===== config.mk =====
export PLATFORM = sky130hd
export DESIGN_NAME = spm_ctrl
export DESIGN_NICKNAME = d
export VERILOG_FILES = /design/src/rtl/spm_ctrl_pkg.sv /design/src/rtl/spm_ctrl_seq.sv /design/src/rtl/spm_ctrl.sv
export SDC_FILE = /design/constraint.sdc
export NUM_CORES = 1
export LEC_CHECK = 0
export ABC_AREA = 1
export ABC_CLOCK_PERIOD_IN_PS = 3600
export BUFFER_PORTS_ARGS = -buffer_cell sky130_fd_sc_hd__buf_4
export CAP_MARGIN = 20
export CORE_MARGIN = 4
export CORE_UTILIZATION = 45
export CTS_BUF_LIST = sky130_fd_sc_hd__clkbuf_8
export DETAILED_ROUTE_END_ITERATION = 16
export GPL_TIMING_DRIVEN = 0
export REMOVE_ABC_BUFFERS = 1
export SETUP_SLACK_MARGIN = 0.15
export SLEW_MARGIN = 20
export SYNTH_ARGS = -nofsm -noshare
export SYNTH_HDL_FRONTEND = slang
export SYNTH_SLANG_ARGS = --single-unit

===== constraint.sdc =====
create_clock -name wb_clk_i -period 3.6 [get_ports wb_clk_i]
set_clock_uncertainty 0.05 [all_clocks]
set_input_delay 0.36 -clock wb_clk_i [delete_from_list [all_inputs] [get_ports wb_clk_i]]
set_output_delay 0.36 -clock wb_clk_i [all_outputs]
set_load 0.02 [all_outputs]

===== src/rtl/spm_ctrl_pkg.sv =====
// Shared definitions for the SPM sequencer: register offsets, CTRL bit
// positions and the sequencer state encoding.
package spm_ctrl_pkg;

  localparam logic [4:0] OFF_X_REG = 5'h00;
  localparam logic [4:0] OFF_Y_REG = 5'h04;
  localparam logic [4:0] OFF_P_LO  = 5'h08;
  localparam logic [4:0] OFF_P_HI  = 5'h0C;
  localparam logic [4:0] OFF_CTRL  = 5'h10;

  localparam int unsigned CTRL_START  = 0;
  localparam int unsigned CTRL_DONE   = 1;
  localparam int unsigned CTRL_BUSY   = 2;
  localparam int unsigned CTRL_IRQ_EN = 3;
  localparam int unsigned CTRL_SIGNED = 4;

  typedef enum logic [1:0] {
    IDLE  = 2'd0,
    CLEAR = 2'd1,
    SHIFT = 2'd2,
    DONE  = 2'd3
  } state_e;

endpackage


===== src/rtl/spm_ctrl_seq.sv =====
// Sequencer for the bit-serial multiplier: clears the SPM, streams Y LSB
// first for 2*WIDTH cycles and assembles the serial product.
module spm_ctrl_seq
  import spm_ctrl_pkg::*;
#(
  parameter int WIDTH = 32
) (
  input  logic               clk_i,
  input  logic               rst_ni,
  input  logic               start_i,
  input  logic               signed_i,
  input  logic [WIDTH-1:0]   y_i,
  output logic               busy_o,
  output logic               commit_o,
  output logic [2*WIDTH-1:0] p_o,
  output logic               spm_clr_o,
  output logic               spm_en_o,
  output logic               spm_y_o,
  input  logic               spm_p_i
);

  localparam int CW = $clog2(2*WIDTH);
  localparam logic [CW-1:0] CNT_LAST = CW'(2*WIDTH-1);

  state_e             state_q, state_d;
  logic [CW-1:0]      cnt_q, cnt_d;
  logic [WIDTH-1:0]   y_sh_q, y_sh_d;
  logic               fill_q, fill_d;
  logic [2*WIDTH-1:0] p_sh_q, p_sh_d;

  // Sequencer state, counter and shift registers
  always_ff @(posedge clk_i or negedge rst_ni) begin
    if (!rst_ni) begin
      state_q <= IDLE;
      cnt_q   <= '0;
      y_sh_q  <= '0;
      fill_q  <= 1'b0;
      p_sh_q  <= '0;
    end else begin
      state_q <= state_d;
      cnt_q   <= cnt_d;
      y_sh_q  <= y_sh_d;
      fill_q  <= fill_d;
      p_sh_q  <= p_sh_d;
    end
  end

  // Next-state logic; a START in DONE is accepted like one in IDLE
  always_comb begin
    state_d  = state_q;
    cnt_d    = cnt_q;
    y_sh_d   = y_sh_q;
    fill_d   = fill_q;
    p_sh_d   = p_sh_q;
    commit_o = 1'b0;
    case (state_q)
      IDLE, DONE: begin
        if (start_i) begin
          state_d = CLEAR;
          y_sh_d  = y_i;
          fill_d  = signed_i & y_i[WIDTH-1];
          cnt_d   = '0;
        end else begin
          state_d = IDLE;
        end
      end
      CLEAR: state_d = SHIFT;
      SHIFT: begin
        // Y drains towards bit 0 while the fill bit supplies the upper half
        y_sh_d = {fill_q, y_sh_q[WIDTH-1:1]};
        p_sh_d = {spm_p_i, p_sh_q[2*WIDTH-1:1]};
        if (cnt_q == CNT_LAST) begin
          state_d  = DONE;
          commit_o = 1'b1;
        end else begin
          cnt_d = cnt_q + CW'(1);
        end
      end
      default: state_d = IDLE;
    endcase
  end

  // Committed on the edge into DONE, so the final sampled bit is included
  assign p_o       = p_sh_d;
  assign busy_o    = (state_q == CLEAR) || (state_q == SHIFT);
  assign spm_clr_o = (state_q == CLEAR);
  assign spm_en_o  = (state_q == SHIFT);
  assign spm_y_o   = (state_q == SHIFT) & y_sh_q[0];

endmodule


===== src/rtl/spm_ctrl.sv =====
// Wishbone register front-end for the SPM sequencer.
// Optional signed product support via SPM_CTRL_SIGNED_EN.
module spm_ctrl
  import spm_ctrl_pkg::*;
#(
  parameter int          WIDTH     = 32,
  parameter logic [31:0] BASE_ADDR = 32'h3000_0000
) (
  input  logic             wb_clk_i,
  input  logic             wb_rst_n,
  input  logic             wbs_cyc_i,
  input  logic             wbs_stb_i,
  input  logic             wbs_we_i,
  input  logic [3:0]       wbs_sel_i,
  input  logic [31:0]      wbs_adr_i,
  input  logic [31:0]      wbs_dat_i,
  output logic [31:0]      wbs_dat_o,
  output logic             wbs_ack_o,
  output logic             irq,
  output logic             spm_clr,
  output logic             spm_en,
  output logic [WIDTH-1:0] spm_x,
  output logic             spm_y,
  input  logic             spm_p
);

  function automatic logic [31:0] merge_bytes(input logic [31:0] old_v,
                                              input logic [31:0] new_v,
                                              input logic [3:0]  sel);
    logic [31:0] r;
    for (int b = 0; b < 4; b++) begin
      r[8*b +: 8] = sel[b] ? new_v[8*b +: 8] : old_v[8*b +: 8];
    end
    return r;
  endfunction

  logic               req_s, ack_q, wr_q;
  logic [4:0]         off_q;
  logic [31:0]        wdat_q, dat_q, rdata_s, ctrl_rd_s;
  logic [3:0]         sel_q;
  logic               wr_fire_s, wr_x_s, wr_y_s, wr_ctrl_s, start_s;
  logic [WIDTH-1:0]   x_q, y_q;
  logic [2*WIDTH-1:0] p_q, p_next_s;
  logic               done_q, irq_en_q, signed_s;
  logic               busy_s, commit_s;
  logic               unused_s;

  assign unused_s = ^wbs_adr_i[1:0];

  assign req_s = wbs_cyc_i & wbs_stb_i & ~ack_q &
                 (wbs_adr_i[31:5] == BASE_ADDR[31:5]);

  // Writes take effect in the ack cycle, from the request captured here
  always_ff @(posedge wb_clk_i or negedge wb_rst_n) begin
    if (!wb_rst_n) begin
      ack_q  <= 1'b0;
      wr_q   <= 1'b0;
      off_q  <= 5'h00;
      wdat_q <= 32'h0;
      sel_q  <= 4'h0;
      dat_q  <= 32'h0;
    end else begin
      ack_q  <= req_s;
      wr_q   <= req_s & wbs_we_i;
      off_q  <= {wbs_adr_i[4:2], 2'b00};
      wdat_q <= wbs_dat_i;
      sel_q  <= wbs_sel_i;
      dat_q  <= (req_s & ~wbs_we_i) ? rdata_s : 32'h0;
    end
  end

  assign wr_fire_s = ack_q & wr_q;
  assign wr_x_s    = wr_fire_s & (off_q == OFF_X_REG) & ~busy_s;
  assign wr_y_s    = wr_fire_s & (off_q == OFF_Y_REG) & ~busy_s;
  assign wr_ctrl_s = wr_fire_s & (off_q == OFF_CTRL);
  assign start_s   = wr_ctrl_s & wdat_q[CTRL_START] & ~busy_s;

  // Register file
  always_ff @(posedge wb_clk_i or negedge wb_rst_n) begin
    if (!wb_rst_n) begin
      x_q      <= '0;
      y_q      <= '0;
      p_q      <= '0;
      done_q   <= 1'b0;
      irq_en_q <= 1'b0;
    end else begin
      if (wr_x_s) x_q <= WIDTH'(merge_bytes(32'(x_q), wdat_q, sel_q));
      if (wr_y_s) y_q <= WIDTH'(merge_bytes(32'(y_q), wdat_q, sel_q));
      if (wr_ctrl_s) irq_en_q <= wdat_q[CTRL_IRQ_EN];
      if (commit_s) p_q <= p_next_s;
      // Setting DONE wins over a simultaneous W1C
      if (commit_s) begin
        done_q <= 1'b1;
      end else if (start_s || (wr_ctrl_s && wdat_q[CTRL_DONE])) begin
        done_q <= 1'b0;
      end
    end
  end

`ifdef SPM_CTRL_SIGNED_EN
  logic signed_q;

  // Signed-mode control bit
  always_ff @(posedge wb_clk_i or negedge wb_rst_n) begin
    if (!wb_rst_n) begin
      signed_q <= 1'b0;
    end else if (wr_ctrl_s) begin
      signed_q <= wdat_q[CTRL_SIGNED];
    end
  end

  assign signed_s = signed_q;
`else
  assign signed_s = 1'b0;
`endif

  // Read-data selection for the current request
  always_comb begin
    ctrl_rd_s              = 32'h0;
    ctrl_rd_s[CTRL_DONE]   = done_q;
    ctrl_rd_s[CTRL_BUSY]   = busy_s;
    ctrl_rd_s[CTRL_IRQ_EN] = irq_en_q;
    ctrl_rd_s[CTRL_SIGNED] = signed_s;
    case ({wbs_adr_i[4:2], 2'b00})
      OFF_X_REG: rdata_s = 32'(x_q);
      OFF_Y_REG: rdata_s = 32'(y_q);
      OFF_P_LO:  rdata_s = 32'(p_q[WIDTH-1:0]);
      OFF_P_HI:  rdata_s = 32'(p_q[2*WIDTH-1:WIDTH]);
      OFF_CTRL:  rdata_s = ctrl_rd_s;
      default:   rdata_s = 32'h0;
    endcase
  end

  spm_ctrl_seq #(.WIDTH(WIDTH)) u_seq (
    .clk_i     (wb_clk_i),
    .rst_ni    (wb_rst_n),
    .start_i   (start_s),
    .signed_i  (signed_s),
    .y_i       (y_q),
    .busy_o    (busy_s),
    .commit_o  (commit_s),
    .p_o       (p_next_s),
    .spm_clr_o (spm_clr),
    .spm_en_o  (spm_en),
    .spm_y_o   (spm_y),
    .spm_p_i   (spm_p)
  );

  assign wbs_ack_o = ack_q;
  assign wbs_dat_o = dat_q;
  assign irq       = done_q & irq_en_q;
  assign spm_x     = x_q;

endmodule


After elaboration in Yosys (flattened, before gate mapping)
Cells that the tools add are included.
W data, S select, Z words.
- add/subtract/negate cells: 1
- equality and inequality tests: 14
- reductions and logical operators: 19
- multiplexer cells: 15
- bitwise operators: 18
- operator list (operator ; count):
    $pmux W32 S5 ; 1
    $mux W32 ; 2
    $mux W64 ; 1
    $pmux W32 S2 ; 1
    $eq A27 B25 Y1 const B ; 1
    $reduce_and A2 Y1 ; 9
    $and A1 B1 Y1 ; 15
    $mux W6 ; 2
    $pmux W6 S2 ; 1
    $add A6 B1 Y6 const B ; 1
    $eq A3 B1 Y1 const B ; 2
    $eq A3 B2 Y1 const B ; 2
    $eq A3 B3 Y1 const B ; 2
    $eq A6 B6 Y1 const B ; 1
    $pmux W2 S3 ; 1
    $logic_not A5 Y1 ; 1
    $mux W1 ; 5
    $eq A2 B2 Y1 const B ; 2
    $ne A2 B2 Y1 const B ; 2
    $reduce_bool A2 Y1 ; 2
    $logic_not A3 Y1 ; 1
    $not A1 Y1 ; 3
    $reduce_and A3 Y1 ; 1
    $eq A2 B1 Y1 const B ; 1
    other kinds (6) ; 7
- logic and storage cells: 88
- input bits: 74
- output and inout port bits: 69
- register bits after elaboration: 307

Longest topological paths before layout
Gate-level depths: netlist of run 1.
- word-level depth: 7
- depth in mapped cells: 10
- mapped depth without buffers: 10

By module
Synthesis of run 1 repeated with hierarchy kept, for this count alone.
- cells, all modules: 1405
- area total of the unflattened synthesis: 12394.4 um^2
- by module, submodules not included (module ; cells an instance ; sequential area each (um^2) ; times used ; area an instance (um^2)):
    spm_ctrl ; 895 ; 5079.9 ; 1 ; 8087.8
    spm_ctrl_seq ; 510 ; 2627.5 ; 1 ; 4306.6

Worst setup path after synthesis of run 1
OpenSTA, ideal clock, no wires.
- path type: flip-flop to output port
- from: reg u_seq.state_q[0]
- to: out spm_y
- required time: 3.190 ns
- slack: 1.621 ns
- data arrival time: 1.569 ns
- cell stages (with the launch flop): 8
- path buffers: 3
- cells stage by stage: dfrtp_1 -> inv_1 -> ha_1 -> buf_4 -> buf_2 -> buf_1 -> nand2_1 -> inv_1
- word-level cells in the longest chain between the ends: 2
- RTL lines (what ; line ; text):
    start: declaration ; spm_ctrl_seq.sv:25 ; state_e state_q, state_d;
    start signal: assignment ; spm_ctrl_seq.sv:40 ; state_q <= state_d;
    $eq A2 B2 Y1 ; n/a ;
    net spm_en ; spm_ctrl.sv:21 ; output logic spm_en,
    $and A1 B1 Y1 ; spm_ctrl_seq.sv:88 ; assign spm_y_o = (state_q == SHIFT) & y_sh_q[0];
    end: declaration ; spm_ctrl.sv:23 ; output logic spm_y,
The timed path passes the listed nets, and every way through them passes these cells.

Worst setup path in the final report of run 1
- from: reg u_seq.state_q[0]
- to: reg p_q[63]
- word-level cells in the longest chain between the ends: 2
- elaborated cells between the ends (all ways): 3
- those cells by class: eq/ne (1); mux (2)
- RTL lines (what ; line ; text):
    $eq A2 B2 Y1 * ; spm_ctrl_seq.sv:56 ; case (state_q)
    $mux W64 / $mux W1 (equally long branches) ; spm_ctrl_seq.sv:56 ;
    end signal: assignment ; spm_ctrl.sv:90 ; if (commit_s) p_q <= p_next_s;
    end: declaration ; spm_ctrl.sv:43 ; logic [2*WIDTH-1:0] p_q, p_next_s;
Mark *: on every way between the ends. The rest lies on a longest branch, timed or not.
A chain may end at the register's enable or synchronous reset.

==> results, run 1 <==
- TritonCTS built the clock tree.
- Summed over all failing endpoints, the final setup total negative slack is 0 ns.
- The worst relative slew slack is 35.1%.
- The shortest period the worst path allows is 2.96 ns.
- At the end of the flow, the number of nets in the layout was 1620.
- The synthesized area per cell is 9.17 sq um.
- Prior to clock tree synthesis, the placed netlist has a worst setup slack of 0.593 ns.
- The x dimension of the die is 175 microns.
- The via count is 9337.
- The critical register-to-register path endpoint is p_q[63]$_DFFE_PN0P_.
- The site row count is 60.
- In this run the worst path has a maximum fanout of 57.
- The congestion estimate from routability-driven global placement came to 0.767.
- The area of the mapped netlist is 12500 sq um.
- The initial antenna violation count is 0.
- The final count of pins violating max slew is 0.
- For this run, the detailed router's first-pass iteration total came to 5.
- The initial detailed-routing violation count is 457.
- Across all register-to-register paths, the minimum setup slack is 0.64 ns.
- The clock tree root buffer cell is sky130_fd_sc_hd__clkbuf_8.
- The arrival time at the worst endpoint is 3.30 ns.
- The number of setup violations in the final report is 0.
- The power per standard cell area is 444 nW/um^2.
- Tracing the worst setup path back leads to its startpoint at u_seq.state_q[0]$_DFFE_PN0P_.
- STA classifies the critical path endpoint as a register.
- In the routed layout, each cell is associated on average with a via count of 4.77.
- The remaining number of nets flagged by the antenna check after routing is 0.
- The register clock-pin slew on the reported worst setup and hold paths is 0.06 ns.
- The longest clock path from root to sink contains 3 buffers.
- Across the run, the number of max-cap violations was 0.
- The final routed wirelength across all metal layers is 29.1 mm.
- In this run, distinct cell masters in the synthesized netlist total 31.
- In the routed design, unresolved DRC markers number 0.
- The sequential-to-total area share from yosys stat is 61.4%.
- After routing the design area is 15400 sq um.
- For this run the aggregate overflow at the end of global routing stands at 0.
- The transition time at the pin with the least slew margin is 0.971 ns.
- The flow ran to the end, and the final reports show no timing, DRC or antenna violations.
- VDD sags by at most 0.000283 V.
- Of the total power, registers draw 50.9%.
- The number of antenna diodes in the final layout is 0.
- Summed over all cells, the static leakage comes to 7.46 nW.
- The startpoint of the worst register-to-register path is u_seq.state_q[0]$_DFFE_PN0P_.
- The category of the critical setup timing path is register to register.
- The number of buffer cells added on primary ports is 140.
- Setup repair after global routing left no endpoint under its margin.
- The gate count after technology mapping is 1361.
- The final worst slack is 0.642 ns.
- From synthesis to final layout, the design area changed by 23.3%.
- The placed instance area is 13900 sq um.
- Of the cells placed in the final design, the portion with a size suffix greater than 1 is 17.5%.
- For the worst flop-to-flop path, the logic depth is 6.
- The last element of the critical path is p_q[63]$_DFFE_PN0P_.
- The net switching power is 0.00153 W.
- STA puts the critical path data required time at 3.94 ns.
- Global routing used 19.3% of the available tracks across all layers.
- The final HPWL from detailed placement is 17.8 mm.
- For this design, the sink count on the clock tree is 306.
- STA classifies the critical path startpoint as a register.
- Cells fill 56.8% of the core in the end.
- The I/O pin count is 143.
- The min-delay analysis places its worst path in the category primary input to register.
- The die is 175 microns tall.
- The clock tree synthesis step divided the H-tree into 2 levels.
- The clock network accounts for 45.6% of the total power.
- The final number of hold-violating endpoints is 0.
- The switching share of power is 22.5%.
- The initial core utilization is 46.0%.
- The maximum number of pins on one net before global-route repair is 100.
- The wire length of the first global-routing pass is 47.9 mm.
- Yosys printed 0 warnings.
- The die area is 30500 sq um.
- The core region is 27100 sq um.
- The number of global-route vias before repair is 9421.
- Clock tree synthesis inserted a total of 52 buffers.
- After detailed routing, the average wire length per cell comes to 14.9 microns.
- The flip-flop and latch count after synthesis is 306.
- Internal power comes to 0.00530 W.
- In the finished design, the share of the clock period the worst path needs comes to 82.2%.
- Combinational logic burns 3.5% of the power.
- The maximum clock frequency is 0.338 GHz.
- For the worst-skew pair, the clock arrives at the later sink with an insertion delay of 0.56 ns.
-- registers in the layout, summed over array words and instances, names as in the netlist --
name and cells:
p_q 64, u_seq.p_sh_q 63, spm_x 32, u_seq.y_sh_q 32, wbs_dat_o 32, wdat_q 32
y_q 32, u_seq.cnt_q 6, sel_q 4, off_q 3, u_seq.state_q 2, done_q 1
irq_en_q 1, wbs_ack_o 1, wr_q 1
-- worst min path at each step --
stage,startpoint,to,slack (ns),cells after the start
floorplan,wb_rst_n,done_q$_DFFE_PN0P_,0.01,0
global placement,u_seq.p_sh_q[52]$_DFF_PN0_,u_seq.p_sh_q[51]$_DFF_PN0_,0.41,2
detailed placement,wb_rst_n,wbs_dat_o[11]$_DFF_PN0_,0.18,1
CTS,wbs_adr_i[6],wbs_ack_o$_DFF_PN0_,0.14,5
global route,wbs_adr_i[19],wr_q$_DFF_PN0_,0.18,5
finish,wbs_adr_i[22],wr_q$_DFF_PN0_,0.17,5
-- logic make-up (layout without fill, tap and decap cells) --
logic type	after synthesis	count (layout)	synth area share (%)
adders and majority gates	3	3	0.301
AOI/OAI and AO/OA	311	311	13.4
buffers and inverters	242	466	8.64
DFF	306	306	61.4
and+or+nand+nor	499	499	16.2
-- what timing repair did --
action,CTS,global route
buffers inserted,0,0
gates resized for setup,0,0
endpoints found under the hold margin,158,0
hold buffers,42,0
-- metrics by stage --
step	hold WS, ns	total power [W]	std cells
global route	0.182	0.00711	1957
finish	0.173	0.00683	1957
global placement	0.413	0.00372	1809
floorplan	0.0144	0.00357	1297
detailed placement	0.181	0.00375	1819
CTS	0.143	0.00693	1957
-- critical path, stage by stage (launching register included) --
cell and delay (ns):
sky130_fd_sc_hd__dfrtp_1 0.38, sky130_fd_sc_hd__inv_1 0.12, sky130_fd_sc_hd__ha_4 0.46, sky130_fd_sc_hd__buf_12 0.30, sky130_fd_sc_hd__nand3_4 0.40, sky130_fd_sc_hd__inv_2 0.88
sky130_fd_sc_hd__o21ai_0 0.18
-- cells in the final DEF (no fill, tap or decap), types with 5 or more instances in the layout --
cell / count
sky130_fd_sc_hd__o21ai_1: 39
sky130_fd_sc_hd__a21oi_1: 36
sky130_fd_sc_hd__inv_2: 5
sky130_fd_sc_hd__buf_16: 7
sky130_fd_sc_hd__nor2_1: 122
sky130_fd_sc_hd__o21ai_0: 189
sky130_fd_sc_hd__o22ai_1: 21
sky130_fd_sc_hd__dlygate4sd3_1: 42
sky130_fd_sc_hd__nand2_1: 333
sky130_fd_sc_hd__o21ai_2: 24
sky130_fd_sc_hd__dfrtp_1: 306
sky130_fd_sc_hd__clkbuf_8: 70
sky130_fd_sc_hd__buf_4: 139
sky130_fd_sc_hd__nand3_2: 6
sky130_fd_sc_hd__nand3_1: 16
sky130_fd_sc_hd__nor2_4: 7
sky130_fd_sc_hd__inv_1: 191
-- power groups by stage --
stage	logic [W]	registers [W]	clock network, W
6_report	0.000238	0.00348	0.00312
4_1_cts	0.000245	0.00348	0.00321
5_1_grt	0.000268	0.00348	0.00337
3_5_place_dp	0.000208	0.00354	0
2_1_floorplan	0.0000347	0.00354	0
3_3_place_gp	0.000183	0.00354	0
-- layout make-up --
| class | count | area, sq um |
|---|---|---|
| Clock buffer | 70 | 963 |
| Clock inverter | 26 | 114 |
| Fill cell | 2416 | 11700 |
| Inverter | 178 | 671 |
| Multi-Input combinational cell | 813 | 3780 |
| Sequential cell | 306 | 7660 |
| Tap cell | 372 | 465 |
| Timing Repair Buffer | 192 | 1730 |
-- cell usage after synthesis (all sizes together) --
library cell	n	area, sq um
inv	178	668
nand4	2	12.5
a21oi	36	180
buf	51	359
nand3b	2	15.0
and3	1	6.26
o22ai	21	131
dfrtp	306	7660
nor3	1	10.0
o31ai	1	7.51
nand3	24	153
nor2	129	532
nand2	337	1280
clkbuf	13	51.3
o21bai	1	7.51
and2	3	18.8
ha	3	37.5
o21ai	252	1350
-- layer usage --
metal / share of wire (%) / global-route usage [%]
met1: 46 / 26.7
met2: 48 / 31.9
met3: 4.2 / 3.04
met4: 1.9 / 5.14
met5: 0 / 0
No activity file was read; power rests on OpenSTA's default activity.
==> run 2, diff against run 1 <==
--- a/config.mk
+++ b/config.mk
@@ -5,8 +5,8 @@
 export SDC_FILE = /design/constraint.sdc
 export NUM_CORES = 1
 export LEC_CHECK = 0
-export ABC_AREA = 1
-export ABC_CLOCK_PERIOD_IN_PS = 3600
+export ABC_AREA = 0
+export ABC_CLOCK_PERIOD_IN_PS = 2400
 export BUFFER_PORTS_ARGS = -buffer_cell sky130_fd_sc_hd__buf_4
 export CAP_MARGIN = 20
 export CORE_MARGIN = 4
@@ -14,6 +14,7 @@
 export CTS_BUF_LIST = sky130_fd_sc_hd__clkbuf_8
 export DETAILED_ROUTE_END_ITERATION = 16
 export GPL_TIMING_DRIVEN = 0
+export PLACE_DENSITY = 0.67
 export REMOVE_ABC_BUFFERS = 1
 export SETUP_SLACK_MARGIN = 0.15
 export SLEW_MARGIN = 20
==> constraint.sdc (replaced) <==
create_clock -name wb_clk_i -period 2.4 [get_ports wb_clk_i]
set_clock_uncertainty 0.05 [all_clocks]
set_input_delay 0.24 -clock wb_clk_i [delete_from_list [all_inputs] [get_ports wb_clk_i]]
set_output_delay 0.24 -clock wb_clk_i [all_outputs]
set_load 0.02 [all_outputs]
==> results, run 2 <==
- The stage delay of the slowest cell on the critical path is 0.41 ns (-0.47 ns).
- The sequential-to-total area share from yosys stat was 64.3% (+2.9 points).
- The tree is rooted in a sky130_fd_sc_hd__clkbuf_8.
- The register name with the most flops is p_q.
- The initial antenna violation count came to 0 (unchanged).
- Walking the worst path, the cells encountered are inv_1, ha_4, buf_16, nand4_1, buf_4, nor2_4, buf_4, buf_16, mux2_2.
- In the layout the commonest cells are 306 x sky130_fd_sc_hd__dfrtp_1, 192 x sky130_fd_sc_hd__mux2_2, 153 x sky130_fd_sc_hd__buf_4.
- The maximum clock path buffer count came to 3 (unchanged).
- The number of cells traversed by the worst register-to-register path is 9 (+3).
- The count of buffering cells on the critical path with inverters included is 5 (+2).
- The slowest cell on the critical path is sky130_fd_sc_hd__dfrtp_1.
- The fraction of registers with async set or reset after synthesis is 100% (unchanged).
- The final number of hold-violating endpoints is 0 (unchanged).
- The number of optimization iterations in the first detailed-route pass is 5 (unchanged).
- The site row count is 59 (-1.7%).
- The most frequent cell after synthesis is sky130_fd_sc_hd__dfrtp_1.
- The path length in cells of the critical path is 9 (+3).
- The share of final-layout standard cells stronger than drive strength 1 is 41.8% (+24 points).
- The maximum clock frequency came to 0.469 GHz (+39%).
- The arrival time at the worst endpoint came to 2.50 ns (-0.80 ns).
- The routed length per placed instance is 18.5 microns (+24%).
- The fraction of post-synthesis cell area in the top cell type by area is 64.3% (+2.9 points).
- The number of warnings reported in the yosys synthesis log is 0 (unchanged).
- The number of clock sinks is 306 (unchanged).
- The startpoint of the worst register-to-register path is u_seq.state_q[0]$_DFFE_PN0P_.
- The worst register-to-register path ends at p_q[56]$_DFFE_PN0P_.
- The worst relative slew slack is 54.1% (+19 points).
- The most common cell after layout, fill and taps aside is sky130_fd_sc_hd__dfrtp_1.
- In the final layout, the registers with the most flip-flops are p_q: 64 flops, u_seq.p_sh_q: 63 flops.
- The initial detailed-routing violation count is 525 (+15%).
- The depth of the CTS H-tree is 2 (unchanged).
- The cell type contributing the most total cell area after synthesis is sky130_fd_sc_hd__dfrtp_1.
- The total clock buffers created by CTS was 49 (-5.8%).
- The type of origin of the critical path is a register.
- The main flop type after synthesis is sky130_fd_sc_hd__dfrtp_1.
- The category of the critical setup timing path is register to register.
- The top fanout value on the critical path was 20 (-65%).
- The number of violations of the max-capacitance limit was 0 (unchanged).
- The clock tree from TritonCTS is done.
- By area the synthesized netlist is led by sky130_fd_sc_hd__dfrtp_1 64%, sky130_fd_sc_hd__mux2_2 18%, sky130_fd_sc_hd__a22oi_1 3.8%.
- The total overflow reported by the global router came to 0 (unchanged).
- The leakage dissipation came to 7.35 nW (-1.4%).
- The kind of cell with the highest combined delay along the critical path is buffers and inverters.
- The share of the clock period used by the worst path after layout is 88.8% (+6.6 points).
- The total design power is 0.0101 W (+48%).
- The placeable core area came to 26100 sq um (-3.8%).
- The area of the mapped netlist is 11900 sq um (-4.6%).
- The end point of the worst hold path is wbs_ack_o$_DFF_PN0_.
- The wire length of the first global-routing pass is 42.4 mm (-12%).
- The maximum number of pins on one net before global-route repair is 93 (-7.0%).
- The flip-flop and latch count after synthesis is 306 (unchanged).
- The final non-filler cell total is 1418 (-28%).
- The number of flops mapped to enable cells by yosys is 0 (unchanged).
- The via-per-instance ratio was 5.37 (+13%).
- The post-layout instance area is 15200 sq um (-0.94%).
- The net total in the final layout was 1131 (-30%).
- The register clock-pin slew on the reported worst setup and hold paths came to 0.07 ns (about the same).
- The number of buffer cells added on primary ports is 140 (unchanged).
- The count of different cell masters after synthesis was 44 (+42%).
- The placed instance area is 13600 sq um (-2.1%).
- Compared with the post-synthesis result, the final layout area differs by 28.0%.
- The final count of pins violating max slew is 0 (unchanged).
- The internal reg-to-reg setup slack was 0.27 ns (-0.37 ns).
- Counting instances in the post-synthesis netlist gives the leading cell types as 306 x sky130_fd_sc_hd__dfrtp_1, 192 x sky130_fd_sc_hd__mux2_2, 60 x sky130_fd_sc_hd__a22oi_1, 40 x sky130_fd_sc_hd__o21ai_0.
- The worst hold path cell count is 4 (-1).
- The antenna cell count is 0 (unchanged).
- The count of placed standard cells including taps came to 1279 (-30%).
- The beginning of the worst hold path is wbs_adr_i[10].
- The number of global-route vias before repair is 8092 (-14%).
- The class of the most critical hold timing path is primary input to register.
- The via count was 7615 (-18%).
- The height of the die is 171 microns (-2.2%).
- The type of element capturing the critical path is a register.
- The shortest period the worst path allows came to 2.13 ns (-0.828 ns).
- The clock insertion delay at the later pin of the skew report was 0.54 ns (-0.02 ns).
- The transition time at the pin with the least slew margin was 0.685 ns (-0.286 ns).
- Setup repair after global routing left no endpoint under its margin.
- The initial core utilization is 45.7% (-0.35 points).
- The die area is 29100 sq um (-4.4%).
- The remaining routing DRC violations is 0 (unchanged).
- The I/O pin count is 143 (unchanged).
- The flip-flop count of the largest register after layout came to 64 (unchanged).
- The final routed wirelength across all metal layers is 26.2 mm (-9.9%).
- The routability-driven placement congestion ratio is 0.724 (-5.6%).
- The number of setup violations in the final report is 0 (unchanged).
- The data required time at the worst endpoint is 2.77 ns (-1.17 ns).
- The overall track demand over capacity in global routing is 18.2% (-1.1 points).
- The gate count after technology mapping was 828 (-39%).
- The worst supply voltage drop on vdd is 0.000435 V (+54%).
- The x dimension of the die is 171 microns (-2.2%).
- The final HPWL from detailed placement is 16.7 mm (-6.1%).
- The remaining number of nets flagged by the antenna check after routing came to 0 (unchanged).
- The flow ran to the end, and the final reports show no timing, DRC or antenna violations.
- The synthesized area per cell is 14.4 sq um (+57%).
- The power per standard cell area is 662 nW/um^2 (+49%).
-- run 2: cell types whose count changed after synthesis, sizes merged, moves of 33 or more --
cell,change
mux2,+195
nand2,-292
inv,-175
mux2i,+33
a22oi,+60
nor2,-118
o21ai,-212
-- run 2: area by class of cell --
class	count	area (sq um)
Fill cell	2075	10800
Sequential cell	306	7660
Multi-Input combinational cell	477	4100
Timing Repair Buffer	217	2050
Clock buffer	62	853
Tap cell	335	419
Clock inverter	18	149
Inverter	3	11.3
-- run 2: cell families after synthesis --
group	count (synthesis)	share of synthesized area, %
flip-flops	306	64.3
multiplexers	228	21.2
AO/OA/AOI/OAI	151	7.92
AND/OR/NAND/NOR	94	4.38
buffers and inverters	46	1.85
adder cells (fa/ha/maj)	3	0.315
-- run 2: through the flow --
stage	setup TNS [ns]	hold slack (ns)	setup WS [ns]	util, %
6_report	0	0.0991	0.270	58.5
5_1_grt	0	0.0871	0.174	58.5
4_1_cts	0	0.0567	0.173	58.2
3_5_place_dp	-37.11	0.123	-0.640	52.2
3_3_place_gp	-1346.91	0.300	-6.50	50.5
2_1_floorplan	-431.01	-0.106	-3.85	-
-- run 2: what timing repair did --
action,4_1_cts,5_1_grt
resized for setup,2,1
setup endpoints to repair,146,57
setup buffers,12,1
hold endpoints to repair,172,0
pin swaps,3,0
cloned,1,3
hold buffers,42,0
-- run 2: metal layers --
layer,GRT usage (%),up-vias,wire (microns)
li1,-,3464,-
met1,25.5,3869,11800
met2,28.8,241,12400
met3,4.00,41,1600
met4,5.28,0,472
met5,0,-,0
-- run 2: worst reg2reg max path, cell delays in order, from the launching register on --
cell                      delay, ns
sky130_fd_sc_hd__dfrtp_1       0.41
sky130_fd_sc_hd__inv_1         0.11
sky130_fd_sc_hd__ha_4          0.17
sky130_fd_sc_hd__buf_16        0.15
sky130_fd_sc_hd__nand4_1       0.13
sky130_fd_sc_hd__buf_4         0.18
sky130_fd_sc_hd__nor2_4        0.10
sky130_fd_sc_hd__buf_4         0.17
sky130_fd_sc_hd__buf_16        0.17
sky130_fd_sc_hd__mux2_2        0.36
-- run 2: worst max path at each step --
stage                                             from             endpoint  slack, ns
after CTS                 u_seq.state_q[0]$_DFFE_PN0P_  p_q[56]$_DFFE_PN0P_       0.17
after global routing      u_seq.state_q[0]$_DFFE_PN0P_   y_q[3]$_DFFE_PN0P_       0.17
after detailed placement  u_seq.state_q[0]$_DFFE_PN0P_  p_q[45]$_DFFE_PN0P_      -0.64
final                     u_seq.state_q[0]$_DFFE_PN0P_  p_q[56]$_DFFE_PN0P_       0.27
after global placement    u_seq.state_q[0]$_DFFE_PN0P_  p_q[13]$_DFFE_PN0P_      -6.50
after floorplan           u_seq.state_q[0]$_DFFE_PN0P_   p_q[0]$_DFFE_PN0P_      -3.85
-- run 2: power by group --
part	total (W)	switching (W)	internal [W]
sequential	0.00522	0.0000236	0.00520
clock	0.00454	0.00193	0.00262
combinational	0.000332	0.000175	0.000157
